==> config.mk <==
export PLATFORM = sky130hd
export DESIGN_NAME = spi_periph_master
export DESIGN_NICKNAME = d
export VERILOG_FILES = /design/src/rtl/spi_periph_pkg.sv /design/src/rtl/spi_sck_div.sv /design/src/rtl/spi_periph_master.sv
export SDC_FILE = /design/constraint.sdc
export NUM_CORES = 1
export LEC_CHECK = 0
export CAP_MARGIN = 20
export CORE_MARGIN = 2
export CORE_UTILIZATION = 38
export CTS_CLUSTER_SIZE = 40
export DETAILED_ROUTE_END_ITERATION = 7
export GPL_TIMING_DRIVEN = 0
export PLACE_DENSITY_LB_ADDON = 0.25
export RECOVER_POWER = 25
export SLEW_MARGIN = 30
export SYNTH_ARGS = -nofsm -noshare
export SYNTH_HDL_FRONTEND = slang
export SYNTH_SLANG_ARGS = --single-unit
==> constraint.sdc <==
create_clock -name clk -period 1.5 [get_ports clk]
set_clock_uncertainty 0.05 [all_clocks]
set_input_delay 0.3 -clock clk [delete_from_list [all_inputs] [get_ports clk]]
set_output_delay 0.3 -clock clk [all_outputs]
set_load 0.02 [all_outputs]
==> src/rtl/spi_periph_pkg.sv <==
// Shared types and constants for the SPI peripheral master.
package spi_periph_pkg;

  localparam int SPI_BYTE_W    = 8;
  localparam int SPI_BITS_LAST = 7;

  typedef enum logic [2:0] {
    IDLE,
    SETUP,
    HIGH,
    LOW,
    HOLD,
    DONE
  } spi_state_e;

endpackage

==> src/rtl/spi_sck_div.sv <==
// Half-period tick generator for sck; restart_i clears the count.
module spi_sck_div #(
  parameter int HALF_PERIOD = 2
) (
  input  logic clk,
  input  logic rst_n,
  input  logic restart_i,
  output logic tick_o
);

  localparam int CW = (HALF_PERIOD > 1) ? $clog2(HALF_PERIOD) : 1;
  localparam logic [CW-1:0] LAST = CW'(HALF_PERIOD - 1);

  logic [CW-1:0] cnt_q, cnt_d;

  assign tick_o = (cnt_q == LAST);

  always_comb begin
    cnt_d = cnt_q + CW'(1);
    if (restart_i || tick_o) cnt_d = '0;
  end

  always_ff @(posedge clk or negedge rst_n) begin
    if (!rst_n) cnt_q <= '0;
    else        cnt_q <= cnt_d;
  end

endmodule

==> src/rtl/spi_periph_master.sv <==
// SPI master/sequencer: one byte per command, MSB first, sck idle low.
// Define SPI_PERIPH_MASTER_RX_EN to capture miso into rsp_data.
module spi_periph_master
  import spi_periph_pkg::*;
#(
  parameter int NUM_SS      = 2,
  parameter int HALF_PERIOD = 2,
  parameter int SEL_W       = 3
) (
  input  logic                  clk,
  input  logic                  rst_n,
  input  logic                  cmd_valid,
  output logic                  cmd_ready,
  input  logic [SEL_W-1:0]      cmd_sel,
  input  logic [SPI_BYTE_W-1:0] cmd_data,
  output logic                  rsp_valid,
  output logic [SPI_BYTE_W-1:0] rsp_data,
  output logic                  rsp_err,
  output logic                  sck,
  output logic                  mosi,
  input  logic                  miso,
  output logic [NUM_SS-1:0]     ss_n
);

  spi_state_e state_q, state_d;

  logic [SEL_W-1:0]      sel_q;
  logic                  err_q;
  logic [SPI_BYTE_W-1:0] tx_q;
  logic [2:0]            bit_q;
  logic                  done_q;
  logic                  rsp_err_q;
  logic                  tick;
  logic                  restart;
  logic                  accept;
  logic                  sel_bad;
  logic                  enter_high;
  logic                  enter_low;
  logic                  enter_done;

  assign accept  = cmd_valid && cmd_ready;
  assign sel_bad = ({1'b0, cmd_sel} >= (SEL_W+1)'(NUM_SS));

  assign restart    = (state_d != state_q);
  assign enter_high = restart && (state_d == HIGH);
  assign enter_low  = restart && (state_d == LOW);
  assign enter_done = restart && (state_d == DONE);

  spi_sck_div #(
    .HALF_PERIOD(HALF_PERIOD)
  ) u_div (
    .clk      (clk),
    .rst_n    (rst_n),
    .restart_i(restart),
    .tick_o   (tick)
  );

  always_ff @(posedge clk or negedge rst_n) begin
    if (!rst_n) state_q <= IDLE;
    else        state_q <= state_d;
  end

  always_comb begin
    state_d = state_q;
    unique case (state_q)
      IDLE:    if (accept) state_d = SETUP;
      SETUP:   if (tick) state_d = HIGH;
      HIGH:    if (tick) state_d = done_q ? HOLD : LOW;
      LOW:     if (tick) state_d = HIGH;
      HOLD:    if (tick) state_d = DONE;
      DONE:    state_d = IDLE;
      default: state_d = IDLE;
    endcase
  end

  always_comb begin
    cmd_ready = (state_q == IDLE);
    sck       = (state_q == HIGH);
    rsp_valid = (state_q == DONE);
    ss_n      = '1;
    if (!err_q && (state_q inside {SETUP, HIGH, LOW, HOLD})) begin
      for (int i = 0; i < NUM_SS; i++) begin
        if (sel_q == SEL_W'(i)) ss_n[i] = 1'b0;
      end
    end
  end

  // tx_q[7] is the live mosi bit; clearing it on DONE idles mosi low.
  always_ff @(posedge clk or negedge rst_n) begin
    if (!rst_n) begin
      sel_q     <= '0;
      err_q     <= 1'b0;
      tx_q      <= '0;
      bit_q     <= '0;
      done_q    <= 1'b0;
      rsp_err_q <= 1'b0;
    end else begin
      if (accept) begin
        sel_q  <= cmd_sel;
        err_q  <= sel_bad;
        tx_q   <= cmd_data;
        bit_q  <= '0;
        done_q <= 1'b0;
      end
      if (enter_high) begin
        if (bit_q == 3'(SPI_BITS_LAST)) done_q <= 1'b1;
        else                            bit_q  <= bit_q + 3'd1;
      end
      if (enter_low) tx_q <= {tx_q[SPI_BYTE_W-2:0], 1'b0};
      if (enter_done) begin
        tx_q      <= '0;
        rsp_err_q <= err_q;
      end
    end
  end

  assign mosi    = tx_q[SPI_BYTE_W-1];
  assign rsp_err = rsp_err_q;

`ifdef SPI_PERIPH_MASTER_RX_EN
  logic [SPI_BYTE_W-1:0] rx_q;
  logic [SPI_BYTE_W-1:0] rsp_data_q;

  always_ff @(posedge clk or negedge rst_n) begin
    if (!rst_n) begin
      rx_q       <= '0;
      rsp_data_q <= '0;
    end else begin
      if (enter_high) rx_q <= {rx_q[SPI_BYTE_W-2:0], miso};
      if (enter_done) rsp_data_q <= rx_q;
    end
  end

  assign rsp_data = rsp_data_q;
`else
  logic unused_miso;
  assign unused_miso = miso;
  assign rsp_data    = '0;
`endif

endmodule

==> results.py <==
metrics = {
    "clock_tree": {
        "insertion_delay_ns": 0.29,
        "numCtsBuffers": 3,
        "cts_max_path_buffers": 2,
        "cts.root.buffer_cell": "clkbuf_4",
        "cts_tree": "done",
        "cts.sinks": 21,
        "cts_max_level": 1,
        "cts.clk_slew.worst_paths_ns": 0.11,
    },
    "worst_setup_path": {
        "crit_family": "simple AND/OR/NAND/NOR gates",
        "end_kind": "primary output",
        "crit_type": "register to primary output",
        "cp_data_required_time_ns": 1.15,
        "path_buf_inv": 2,
        "r2r-start": "state_q[2]",
        "critPathArrivalTime_ns": 1.46,
        "rrSetupSlack_ns": -0.20,
        "path_cells": "buf_6 -> or3_4 -> nand4b_1 -> buf_4",
        "cpPeakStageDelay_ns": 0.42,
        "r2r_end": "tx_q[0]",
        "cp_max_fo": 3,
        "slowest_stage": "dfrtp_1",
        "r2r_cells": 9,
        "crit_path_start_kind": "register",
    },
    "run_status": {
        "status": "complete, but fails checks",
        "violations": "setup timing",
    },
    "routing": {
        "drt-total-wl_um": 2310,
        "viasPerCell": 4.86,
        "wl_per_cell_um": 12.5,
        "dr.pass1.iters": 4,
        "ant_nets": 0,
        "route.detailed.drc": 0,
        "initialDrtViolationCount": 14,
        "num_vias": 899,
    },
    "sta": {
        "setup_viol": 18,
        "relSlewSlack_pct": 64.4,
        "tns_ns": -3.12,
        "setup_ws_ns": -0.307,
        "finalCriticalPeriod_ns": 1.81,
        "rsz0062_at_grt": "yes",
        "fin_crit_sh_pct": 120,
        "slew_viol_final": 0,
        "worstMarginPinSlew_ns": 0.535,
        "clock.fmax_mhz": 553,
        "hold_viol": 0,
    },
    "yosys": {
        "synth_seq_cells": 21,
        "synth_edf_count": 0,
        "avgSynthCellArea_sq_um": 10.3,
        "ys.flop_type": "dfrtp_1",
        "synth_cells": 104,
        "seq_area_frac_synth_pct": 49.0,
        "synth-async-reset-ratio_pct": 100,
        "synth_cell_types": 27,
        "synth_warnings": 0,
        "syn_area_sq_um": 1070,
    },
    "layout": {
        "fillCellCount": 237,
        "mostFrequentLayoutCells": "buf_4 (22), nand2_1 (20), dfrtp_1 (19)",
        "drive_gt1_share_pct": 35.7,
        "nets": 172,
        "final_common_cell": "buf_4",
        "seq_area_sq_um": 528,
        "fin_area_sq_um": 1590,
        "multi_input_area_sq_um": 546,
        "fin_cells": 185,
        "area_delta_synth_final_pct": 48.4,
        "antenna_cells": 0,
    },
    "placed_design": {
        "detailed_place.area_sq_um": 1340,
        "gp_congestion": 0.662,
        "post-dp-hpwl_um": 1460,
        "placed_cells_incl_taps": 162,
        "port_buffers": 20,
    },
    "grt": {
        "grt_start_max_net_pins": 22,
        "gr-total-overflow": 0,
        "antenna_found_initial": 0,
        "grt_pass1_vias": 814,
        "grt_use_total_pct": 14.4,
        "grt_pass1_wl_um": 3720,
    },
    "floorplanning": {
        "die_x_um": 57.1,
        "start_util_pct": 39.6,
        "io_pins": 30,
        "die_y_um": 57.1,
        "fp.coreArea_sq_um": 2710,
        "die_area_sq_um": 3260,
        "rows": 19,
    },
    "pwr": {
        "combPwrFrac_pct": 53.7,
        "p_per_area_nw_per_um2": 1730,
        "p_seq_share_pct": 36.8,
        "p_leak_nw": 0.834,
        "p_int_w": 0.00172,
        "clkPwrFrac_pct": 9.5,
        "power_switching_w": 0.00104,
        "p_sw_share_pct": 37.6,
        "peakVddDrop_v": 0.00103,
    },
    "min_path": {
        "whs_path_depth": 1,
        "min_to": "tx_q[7]",
        "min-delay-start": "tx_q[7]",
        "worst_hold_path_type": "register to register",
    },
    "run": {
        "max-cap-violations": 0,
    },
}
## through the flow
| stage | worst slack (ns) | hold slack [ns] | util, % | power, W |
|---|---|---|---|---|
| 3_5_place_dp | -0.498 | 0.416 | 49.4 | 0.00213 |
| 2_1_floorplan | 0.0237 | -0.0456 | - | 0.00178 |
| 3_3_place_gp | -0.486 | 0.409 | 49.4 | 0.00208 |
| 6_report | -0.307 | 0.437 | 58.7 | 0.00276 |
| 4_1_cts | -0.294 | 0.440 | 54.8 | 0.00257 |
| 5_1_grt | -0.386 | 0.448 | 58.7 | 0.00298 |
## power groups by stage
stage / Clock (W) / Combinational (W) / Sequential [W]
2_1_floorplan: 0 / 0.000788 / 0.000994
5_1_grt: 0.000295 / 0.00163 / 0.00105
6_report: 0.000262 / 0.00148 / 0.00101
3_3_place_gp: 0 / 0.00107 / 0.00101
3_5_place_dp: 0 / 0.00111 / 0.00102
4_1_cts: 0.000272 / 0.00129 / 0.00101
## state kept, by name, indices dropped and copies added, names as in the netlist
name	cells
tx_q	8
bit_q	3
sel_q	3
state_q	3
done_q	1
err_q	1
rsp_err	1
u_div.tick_o	1
## final cells by class
class	instances	share of cell area (%)
multi-input cells	78	34.3
flip-flops and latches	21	33.2
repair buffers	39	22.6
plain buffers	10	5.42
well taps	31	2.44
clock buffers	4	1.65
inverters	2	0.472
## metal layers
metal	routed length (um)	GRT usage, %	share of wire [%]
met1	989	18.8	43
met2	1210	24.5	52
met3	84	2.04	3.6
met4	27	5.32	1.2
met5	0	0	0
## synthesized netlist by cell type, types with 2 or more instances
library cell	count	area (sq um)
a21o_1	7	52.6
a21oi_1	2	10.0
a22o_1	9	78.8
buf_4	8	60.1
buf_6	2	22.5
dfrtp_1	21	526
ha_1	2	25.0
inv_1	2	7.51
nand2_1	21	78.8
nand2b_1	2	12.5
nand4b_1	2	17.5
nor2_1	6	22.5
nor3_1	2	10.0
nor3_4	2	32.5
o21ai_0	4	20.0
## cell families (layout without fill, tap and decap cells)
| family | Yosys count | after routing | synth area share (%) |
|---|---|---|---|
| flops | 21 | 21 | 49.0 |
| fa+ha+maj | 2 | 2 | 2.33 |
| other cells | 1 | 8 | 0.350 |
| simple gates | 42 | 42 | 21.2 |
| compound gates | 24 | 24 | 16.7 |
| buf+inv | 12 | 55 | 8.40 |
| mux | 2 | 2 | 1.98 |
## how the worst max path moves through the flow
stage	end	from	depth (start not counted)	slack, ns
final	ss_n[0]	state_q[2]	4	-0.31
after CTS	ss_n[0]	state_q[2]	4	-0.29
after global routing	ss_n[0]	state_q[2]	4	-0.39
after global placement	ss_n[0]	state_q[2]	4	-0.49
after floorplan	ss_n[0]	state_q[2]	3	0.02
after detailed placement	ss_n[0]	state_q[2]	4	-0.50
## timing repair
action | 4_1_cts | 5_1_grt
hold endpoints to repair | 0 | 21
setup buffers | 12 | 6
pin swaps | 7 | 13
hold buffers | 0 | 1
gates resized for setup | 39 | 18
endpoints found under the setup margin | 18 | 18
Note: power is estimated with default switching activity, not from simulation.
